--- src/rtl/contour_bin_stats.sv ---
// contour_bin_stats
//
// Scans the contour-bin image in raster order and accumulates per-bin
// statistics for bins 1-7. Label 0 means "no contour" and is ignored. The
// statistics are pixel count, x/y coordinate sums and bounding box.
//
// Ports
//   clk            system clock, rising edge
//   rst_n          asynchronous active-low reset
//   start          level request: scan while high, low aborts and re-arms
//   bram_read      bin BRAM read data (3-bit label)
//   bin_addr_read  bin BRAM read address, y*WIDTH + x
//   busy           high while scanning or draining the read pipeline
//   done           high once the scan completed; statistics stable
//   stat_bin       bin selected for readout (0 reads all zeros)
//   stat_count     pixels labelled stat_bin
//   stat_sum_x     sum of x over those pixels
//   stat_sum_y     sum of y over those pixels
//   stat_min_x/stat_max_x  bounding box x
//   stat_min_y/stat_max_y  bounding box y
//
// Pipeline: the address register plus the BRAM output register give two
// cycles from issuing address n to accumulating its label. A two-stage
// delay line carries {valid, x, y} alongside so the accumulate stage knows
// which pixel the label belongs to.

module contour_bin_stats #(
   parameter int unsigned WIDTH        = 640,
   parameter int unsigned HEIGHT       = 480,
   parameter int unsigned READ_LATENCY = 2
) (
   input  logic        clk,
   input  logic        rst_n,
   input  logic        start,
   input  logic [2:0]  bram_read,
   output logic [18:0] bin_addr_read,
   output logic        busy,
   output logic        done,
   input  logic [2:0]  stat_bin,
   output logic [18:0] stat_count,
   output logic [27:0] stat_sum_x,
   output logic [27:0] stat_sum_y,
   output logic [9:0]  stat_min_x,
   output logic [9:0]  stat_max_x,
   output logic [8:0]  stat_min_y,
   output logic [8:0]  stat_max_y
);

   localparam logic [18:0] LastAddr  = 19'(WIDTH * HEIGHT - 1);
   localparam logic [9:0]  LastX     = 10'(WIDTH - 1);
   localparam logic [1:0]  DrainLast = 2'(READ_LATENCY);
   localparam logic [9:0]  MinXInit  = 10'd1023;
   localparam logic [8:0]  MinYInit  = 9'd511;

   typedef enum logic [1:0] {
      StIdle,
      StScan,
      StDrain,
      StDone
   } state_e;

   state_e state_q, state_d;

   // Scan position and issued address
   logic [9:0]  x_q;
   logic [8:0]  y_q;
   logic [18:0] pos_q;
   logic [18:0] addr_q;
   logic [1:0]  drain_q;

   // Delay line matching the BRAM read path
   logic        s1_valid_q, s2_valid_q;
   logic [9:0]  s1_x_q, s2_x_q;
   logic [8:0]  s1_y_q, s2_y_q;

   // Per-bin statistics, entry b holds bin b+1
   logic [18:0] cnt_q   [7];
   logic [27:0] sum_x_q [7];
   logic [27:0] sum_y_q [7];
   logic [9:0]  min_x_q [7];
   logic [9:0]  max_x_q [7];
   logic [8:0]  min_y_q [7];
   logic [8:0]  max_y_q [7];

   logic       clear;
   logic       issue;
   logic       last_issue;
   logic       acc_en;
   logic [2:0] acc_idx;
   logic [2:0] rd_idx;

   assign clear      = (state_q == StIdle) && start;
   assign issue      = (state_q == StScan) && start;
   assign last_issue = issue && (pos_q == LastAddr);

   // Dropping start mid-scan discards whatever is still in the delay line.
   assign acc_en  = s2_valid_q && start && (bram_read != 3'd0) &&
                    ((state_q == StScan) || (state_q == StDrain));
   assign acc_idx = bram_read - 3'd1;

   //------------------------------------------------------------------
   // FSM next state
   //------------------------------------------------------------------
   always_comb begin
      state_d = state_q;
      unique case (state_q)
         StIdle: begin
            if (start) state_d = StScan;
         end
         StScan: begin
            if (!start)          state_d = StIdle;
            else if (last_issue) state_d = StDrain;
         end
         StDrain: begin
            if (!start)                    state_d = StIdle;
            else if (drain_q == DrainLast) state_d = StDone;
         end
         StDone: begin
            if (!start) state_d = StIdle;
         end
         default: state_d = StIdle;
      endcase
   end

   //------------------------------------------------------------------
   // FSM state, scan counters and delay line
   //------------------------------------------------------------------
   always_ff @(posedge clk or negedge rst_n) begin
      if (!rst_n) begin
         state_q    <= StIdle;
         x_q        <= '0;
         y_q        <= '0;
         pos_q      <= '0;
         addr_q     <= '0;
         drain_q    <= '0;
         s1_valid_q <= 1'b0;
         s1_x_q     <= '0;
         s1_y_q     <= '0;
         s2_valid_q <= 1'b0;
         s2_x_q     <= '0;
         s2_y_q     <= '0;
      end else begin
         state_q <= state_d;

         s1_valid_q <= issue;
         s2_valid_q <= s1_valid_q;
         s2_x_q     <= s1_x_q;
         s2_y_q     <= s1_y_q;

         if (issue) begin
            addr_q <= pos_q;
            s1_x_q <= x_q;
            s1_y_q <= y_q;
            pos_q  <= pos_q + 19'd1;
            if (x_q == LastX) begin
               x_q <= '0;
               y_q <= y_q + 9'd1;
            end else begin
               x_q <= x_q + 10'd1;
            end
         end

         if (clear) begin
            x_q    <= '0;
            y_q    <= '0;
            pos_q  <= '0;
            addr_q <= '0;
         end

         // DRAIN runs one cycle past READ_LATENCY so the last label has
         // landed in the statistics before done is raised.
         if (state_q == StDrain) drain_q <= drain_q + 2'd1;
         else                    drain_q <= '0;
      end
   end

   //------------------------------------------------------------------
   // Statistics registers
   //------------------------------------------------------------------
   always_ff @(posedge clk or negedge rst_n) begin
      if (!rst_n) begin
         for (int b = 0; b < 7; b++) begin
            cnt_q[b]   <= '0;
            sum_x_q[b] <= '0;
            sum_y_q[b] <= '0;
            min_x_q[b] <= MinXInit;
            max_x_q[b] <= '0;
            min_y_q[b] <= MinYInit;
            max_y_q[b] <= '0;
         end
      end else if (clear) begin
         for (int b = 0; b < 7; b++) begin
            cnt_q[b]   <= '0;
            sum_x_q[b] <= '0;
            sum_y_q[b] <= '0;
            min_x_q[b] <= MinXInit;
            max_x_q[b] <= '0;
            min_y_q[b] <= MinYInit;
            max_y_q[b] <= '0;
         end
      end else if (acc_en) begin
         // One pixel per cycle, so only one set is ever written.
         cnt_q[acc_idx]   <= cnt_q[acc_idx] + 19'd1;
         sum_x_q[acc_idx] <= sum_x_q[acc_idx] + 28'(s2_x_q);
         sum_y_q[acc_idx] <= sum_y_q[acc_idx] + 28'(s2_y_q);
         if (s2_x_q < min_x_q[acc_idx]) min_x_q[acc_idx] <= s2_x_q;
         if (s2_x_q > max_x_q[acc_idx]) max_x_q[acc_idx] <= s2_x_q;
         if (s2_y_q < min_y_q[acc_idx]) min_y_q[acc_idx] <= s2_y_q;
         if (s2_y_q > max_y_q[acc_idx]) max_y_q[acc_idx] <= s2_y_q;
      end
   end

   //------------------------------------------------------------------
   // Outputs
   //------------------------------------------------------------------
   assign busy          = (state_q == StScan) || (state_q == StDrain);
   assign done          = (state_q == StDone);
   assign bin_addr_read = (state_q == StIdle) ? 19'd0 : addr_q;

   assign rd_idx = stat_bin - 3'd1;

   // Bin 0 reads all zeros, min fields included.
   always_comb begin
      stat_count = '0;
      stat_sum_x = '0;
      stat_sum_y = '0;
      stat_min_x = '0;
      stat_max_x = '0;
      stat_min_y = '0;
      stat_max_y = '0;
      if (stat_bin != 3'd0) begin
         stat_count = cnt_q[rd_idx];
         stat_sum_x = sum_x_q[rd_idx];
         stat_sum_y = sum_y_q[rd_idx];
         stat_min_x = min_x_q[rd_idx];
         stat_max_x = max_x_q[rd_idx];
         stat_min_y = min_y_q[rd_idx];
         stat_max_y = max_y_q[rd_idx];
      end
   end

endmodule
--- config.mk ---
export PLATFORM = sky130hd
export DESIGN_NAME = contour_bin_stats
export DESIGN_NICKNAME = d
export VERILOG_FILES = /design/src/rtl/contour_bin_stats.sv
export SDC_FILE = /design/constraint.sdc
export NUM_CORES = 2
export LEC_CHECK = 0
export CAP_MARGIN = 20
export CELL_PAD_IN_SITES_DETAIL_PLACEMENT = 0
export CELL_PAD_IN_SITES_GLOBAL_PLACEMENT = 2
export CORE_ASPECT_RATIO = 1.75
export CORE_MARGIN = 1.5
export CORE_UTILIZATION = 38
export CTS_BUF_LIST = sky130_fd_sc_hd__clkbuf_4 sky130_fd_sc_hd__clkbuf_8
export DETAILED_ROUTE_END_ITERATION = 8
export MAX_ROUTING_LAYER = met4
export PLACE_DENSITY = 0.77
export SLEW_MARGIN = 20
export SYNTH_ARGS = -nofsm -noshare
export SYNTH_HDL_FRONTEND = slang
export SYNTH_SLANG_ARGS = --single-unit
export TNS_END_PERCENT = 5
--- constraint.sdc ---
create_clock -name clk -period 4 [get_ports clk]
set_input_delay 0.6 -clock clk [delete_from_list [all_inputs] [get_ports clk]]
set_output_delay 0.6 -clock clk [all_outputs]
set_load 0.01 [all_outputs]
# Yosys cells after proc, flatten, opt, wreduce, memory -nomap -nowiden
# Index checks and enable logic that the tools add are counted.
[totals]
reg_bits = 892
input_bits = 9
output_inout_bits = 134
elab_cells = 214
[op_classes]
n_addsub = 9
order_cmp = 7
eq_ne = 10
muxes = 101
bitwise = 2
reduce_logical = 24
[op_table]
columns = ["op", "n"]
rows = [
  ["2-to-1 mux 196 bit", 4],
  ["2-to-1 mux 70 bit", 6],
  ["bitwise mux 196 bit", 2],
  ["2-to-1 mux 63 bit", 6],
  ["binary-select mux 28 bit (select 3 bit)", 4],
  ["2-to-1 mux 28 bit", 11],
  ["2-to-1 mux 133 bit", 2],
  ["2-to-1 mux 19 bit", 11],
  ["bitwise mux 70 bit", 2],
  ["2-to-1 mux 10 bit", 14],
  ["bitwise mux 133 bit", 1],
  ["bitwise mux 63 bit", 2],
  ["2-to-1 mux 9 bit", 14],
  ["binary-select mux 10 bit (select 3 bit)", 4],
  ["binary-select mux 19 bit (select 3 bit)", 2],
  ["binary-select mux 9 bit (select 3 bit)", 4],
  ["demux 28 bit (select 3 bit)", 1],
  ["demux 19 bit (select 3 bit)", 1],
  ["adder 19 x 1 -> 19 bit (second input constant)", 2],
  ["demux 10 bit (select 3 bit)", 1],
  ["adder 28 x 10 -> 28 bit", 1],
  ["adder 28 x 9 -> 28 bit", 1],
  ["demux 9 bit (select 3 bit)", 1],
  ["== test 19 bit (second input constant)", 1],
  ["26 further kinds", 55],
]

# Logic depth before layout (Yosys ltp)
[depth]
depth_word = 10
mapped_depth = 32
ltp_nobuf = 17

# Worst setup path after synthesis
# No wires, ideal clock.
[synth_path]
path_type = "input port to flip-flop"
startpoint = "in bram_read[0]"
endpoint = "reg sum_x_q[42] (netlist bit)"
setup_time_ns = 0.067
t_arrival_ns = 7.281
t_required_ns = 3.933
slack_ns = -3.348
path_stages = 29
n_path_buf = 14
cell_sequence = "buf_4 -> buf_4 -> clkinv_1 -> clkbuf_1 -> buf_2 -> buf_1 -> clkbuf_1 -> ha_1 -> buf_2 -> buf_2 -> buf_2 -> buf_2 -> buf_2 -> buf_2 -> buf_2 -> buf_1 -> mux4_2 -> nor2_1 -> nor2_1 -> ha_1 -> fa_1 -> a21o_1 -> a21oi_1 -> nor2b_1 -> or4_1 -> a41oi_2 -> nor3_1 -> xnor2_1 -> a22o_1"
[synth_between]
elab_chain_cells = 9
elab_cells_between_ends = 18
classes_between = "add/sub: 2; order compare: 2; mux: 8; bitwise: 1; reduce/logical: 5"
[synth_rtl]
columns = ["item", "line_no", "rtl"]
rows = [
  ["start: declaration", "35", "input logic [2:0] bram_read,"],
  ["subtractor 3 x 1 -> 3 bit", "99", "assign acc_idx = bram_read - 3'd1;"],
  ["inverter 3 -> 4 bit (implied by the code)", "204", "sum_x_q[acc_idx] <= sum_x_q[acc_idx] + 28'(s2_x_q);"],
  ["binary-select mux 28 bit (select 3 bit), or another cell as far along", "204", ""],
  ["2-to-1 mux 28 bit (implied by the code) or logical AND 1 bit (tied branches)", "204", ""],
  ["2-to-1 mux 28 bit (implied by the code)", "204", ""],
  ["adder 28 x 10 -> 28 bit or demux 28 bit (select 3 bit) (tied branches)", "204", ""],
  ["bitwise mux 196 bit", "204", ""],
  ["2-to-1 mux 196 bit", "201", "end else if (acc_en) begin"],
  ["2-to-1 mux 196 bit", "191", "end else if (clear) begin"],
  ["end signal: indexed assignment", "204", ""],
  ["end: declaration", "78", "logic [27:0] sum_x_q [7];"],
]
# Parallel ways exist; a longest one is shown, timed or not. The select of a mux whose other input is x is not followed.
# A chain may end at the register's enable or synchronous reset.

# Final worst setup path
[layout_path]
startpoint = "in stat_bin[1]"
endpoint = "out stat_max_x[5]"
[layout_between]
elab_chain_cells = 6
elab_cells_between_ends = 7
classes_between = "add/sub: 1; mux: 4; bitwise: 1; reduce/logical: 1"
[layout_rtl]
columns = ["item", "line_no", "rtl"]
rows = [
  ["start: declaration", "39", "input logic [2:0] stat_bin,"],
  ["subtractor 3 x 1 -> 3 bit", "220", "assign rd_idx = stat_bin - 3'd1;"],
  ["inverter 3 -> 4 bit (implied by the code)", "236", "stat_max_x = max_x_q[rd_idx];"],
  ["binary-select mux 10 bit (select 3 bit)", "236", ""],
  ["2-to-1 mux 10 bit (implied by the code) (2 in a row)", "236", ""],
  ["2-to-1 mux 10 bit (*)", "231", "if (stat_bin != 3'd0) begin"],
  ["end: declaration", "44", "output logic [9:0] stat_max_x,"],
]
# Every way passes the cells marked *; elsewhere a longest branch is shown, timed or not. The select of a mux whose other input is x is not followed.

==> run summary <==
Total power: 25.2 mW
Failing checks: setup timing
Slack of the critical path: -0.0222 ns
Global routing usage on met2: 51.7%
Most crowded layer after global routing: met2
Fill cells: 12200
WS Path Type: primary input to output pin
Routed vias: 43800
Met3 usage: 4.36%
Final wirelength: 197 mm
Cell count after synthesis: 4970
Final hold vios: 0
CP Data Required Time: 3.40 ns
RSZ-0062 raised after global routing: true
Setup violators final: 3
Worst slack, placed: -1.31 ns
Arrival time at the worst endpoint: 3.42 ns
Worst hold path type: primary input to asynchronous set/reset pin
Initial Util: 38.3%
Area of the core: 128000 um2
Synth Warn #: 0
Final instance area: 60200 um2
Min Tclk post-route: 4.02 ns
TritonCTS buffer count: 146
GPL Wtd Cong: 0.862
Commonest non-fill, non-tap cell in the layout: dfrtp_1
Share of cells above drive strength 1: 23.6%
Clock Skew: 0.0413 ns
Top_reg_cell synth: dfrtp_1
Period utilization: 101%
Remaining antenna violation count: 0
First-pass GRT wire length: 297 mm
H-tree lvl count: 4
Mapped Area: 49200 um2
Max Slew Vio Count: 0
Drt wl/cell: 27.5 um
DIE HEIGHT: 479 um
Syn Nets: 5049
Max-cap violations: 0
Met1 usage: 37.0%
Reg clk slew, reported paths: 0.05 ns
EDFF count, synth: 0
Final Hold Slack: 0.321 ns
Worst ir drop on vdd: 0.000422 V
Seq/Total Area, Yosys: 45.7%
Yosys top cell area share: 38.6%
Die area: 132000 um2
Flops & latches, synth: 892
Fin nets: 5472
FMAX: 249 MHz
PortBufs: 142
Worst-margin pin slew: 1.27 ns
Root Buffer: clkbuf_8
Top cells by area, synth: dfrtp_1, dfstp_2, mux4_2, mux2i_1, a22o_1
DRC: 0
Critical Path End Type: output pin
# rows: 174
Worst skew pair latency: 0.87 ns
HPWL Detailed: 125 mm
All-layer global routing usage: 30.9%
Largest net degree at the start of global routing: 133
Non-filler instance count after layout: 7166
Chip Width: 275 um
Antenna violations before repair: 2
Yosys top cell by area: dfrtp_1
Congestion Overflow GR: 0
Dpl cells: 6907
Pre-antenna DRT Iters: 8
CP Launch Type: primary input
Ys async rst share: 100%
Max Root-Sink Buffers: 3
Avg Inst Size Synth: 9.90 um2
Vias in the first global route: 45300
Area grow syn2layout: 22.3%
Clock sinks: 892
DP Area: 56800 um2
Pleak: 26.5 nW
Synth cell types: 92
1st-iter DRT viols: 4015
IO Count: 143
Outcome: finished, violations left
CP max FO: 28
Slew headroom: 15.1%
Most frequent cells in the layout: dfrtp_1, nand2_1, buf_4, nor2_1, o21ai_0
PD cells: 419 nW/um2
CTS tree: done
Ratio of routed vias to standard cells: 6.11
==> Yosys cell counts, types with 7 or more instances <==
| cell | instances |
|---|---|
| a2111oi_0 | 13 |
| and3_1 | 26 |
| o21ai_1 | 36 |
| dfstp_2 | 133 |
| o22ai_1 | 9 |
| a32o_1 | 8 |
| nand2b_1 | 24 |
| a22oi_1 | 16 |
| mux4_2 | 145 |
| nand3_1 | 237 |
| ha_1 | 68 |
| o311ai_0 | 7 |
| nand3b_1 | 33 |
| a311oi_1 | 15 |
| buf_4 | 20 |
| clkbuf_1 | 320 |
| buf_2 | 48 |
| a21o_1 | 13 |
| a211oi_1 | 119 |
| xor2_1 | 41 |
| or3_1 | 8 |
| buf_6 | 7 |
| o21ai_0 | 451 |
| xnor2_1 | 46 |
| a221oi_1 | 24 |
| a21oi_1 | 236 |
| dfrtp_1 | 759 |
| o211ai_1 | 15 |
| a31o_2 | 14 |
| nor3_1 | 41 |
| nand2_1 | 564 |
| a22o_1 | 328 |
| buf_1 | 62 |
| nor2b_1 | 37 |
| a222oi_1 | 12 |
| nor2_1 | 471 |
| mux2_2 | 30 |
| nand4_1 | 16 |
| mux2i_1 | 291 |
| a221o_1 | 18 |
| inv_1 | 19 |
| a31oi_1 | 87 |
==> cells by family after synthesis <==
group | synth area share [%]
adders and majority gates | 1.81
muxes | 13.2
DFF | 45.7
AOI/OAI and AO/OA | 19.9
and+or+nand+nor | 13.5
buffers and inverters | 4.04
xor gates and xnor gates | 1.75
==> power breakdown <==
| group | switching [mW] | internal, mW | leakage [nW] | total [mW] |
|---|---|---|---|---|
| Combinational | 4.51 | 2.24 | 12.9 | 6.75 |
| Clock | 3.93 | 4.60 | 1.60 | 8.53 |
| Sequential | 0.375 | 9.56 | 12.0 | 9.94 |
| Total | 8.81 | 16.4 | 26.5 | 25.2 |
==> metrics by stage <==
stage	utilization (%)	TNS, ns
floorplan	-	-908.70
global placement	44.2	-652.66
detailed placement	44.2	-668.86
CTS	46.7	-0.210
global route	46.9	-1.38
finish	46.9	-0.0413
==> flip-flops by register name, summed over array words and instances, names as in the netlist, 10 cells and up <==
name     cells
addr_q      19
cnt_q      133
max_x_q     70
max_y_q     63
min_x_q     70
min_y_q     63
pos_q       19
s1_x_q      10
s2_x_q      10
sum_x_q    196
sum_y_q    196
x_q         10
==> what timing repair did <==
item,4_1_cts,5_1_grt
pin swaps,4,8
buffers inserted,3,6
resized for setup,24,34
setup endpoints to repair,508,568
hold buffers,1,0
endpoints found under the hold margin,24,0
==> final cells by class <==
| class | count | area [um2] | share of cell area [%] |
|---|---|---|---|
| well taps | 1672 | 2090 | 3.47 |
| flip-flops and latches | 892 | 22500 | 37.4 |
| diodes | 3 | 7.51 | 0.0125 |
| clock inverters | 15 | 111 | 0.185 |
| repair buffers | 732 | 7120 | 11.8 |
| clock buffers | 231 | 2890 | 4.79 |
| multi-input cells | 3598 | 25400 | 42.2 |
| inverters | 23 | 111 | 0.185 |
==> critical path, cell delays in order <==
cell and delay [ns]:
clkdlybuf4s50_1 0.46, inv_1 0.07, ha_4 0.44, buf_12 0.29, buf_4 0.22, mux2i_1 0.08
nor2_1 0.11, a21oi_1 0.06, a211oi_1 0.32, buf_4 0.19, clkdlybuf4s50_1 0.55
==> worst paths after layout <==
check	start	endpoint	slack, ns	cells after the start
setup / recovery	stat_bin[1]	stat_max_x[5]	-0.02	11
hold / removal	rst_n	max_x_q[6]$_DFFE_PN0P_	0.32	2
setup reg to reg	sum_x_q[84]$_DFFE_PN0P_	sum_x_q[96]$_DFFE_PN0P_	0.32	15
hold reg to reg	s1_y_q[3]$_DFFE_PN0P_	s2_y_q[3]$_DFF_PN0_	0.36	0
max in group asynchronous	rst_n	sum_y_q[183]$_DFFE_PN0P_	2.45	3
min in group clk	s1_y_q[3]$_DFFE_PN0P_	s2_y_q[3]$_DFF_PN0_	0.36	0
==> routing by layer <==
layer	wire (um)	up-vias
li1	-	19100
met1	78600	22600
met2	99000	1656
met3	10600	483
met4	8740	0
met5	0	-
(Power assumes the default switching activity.)
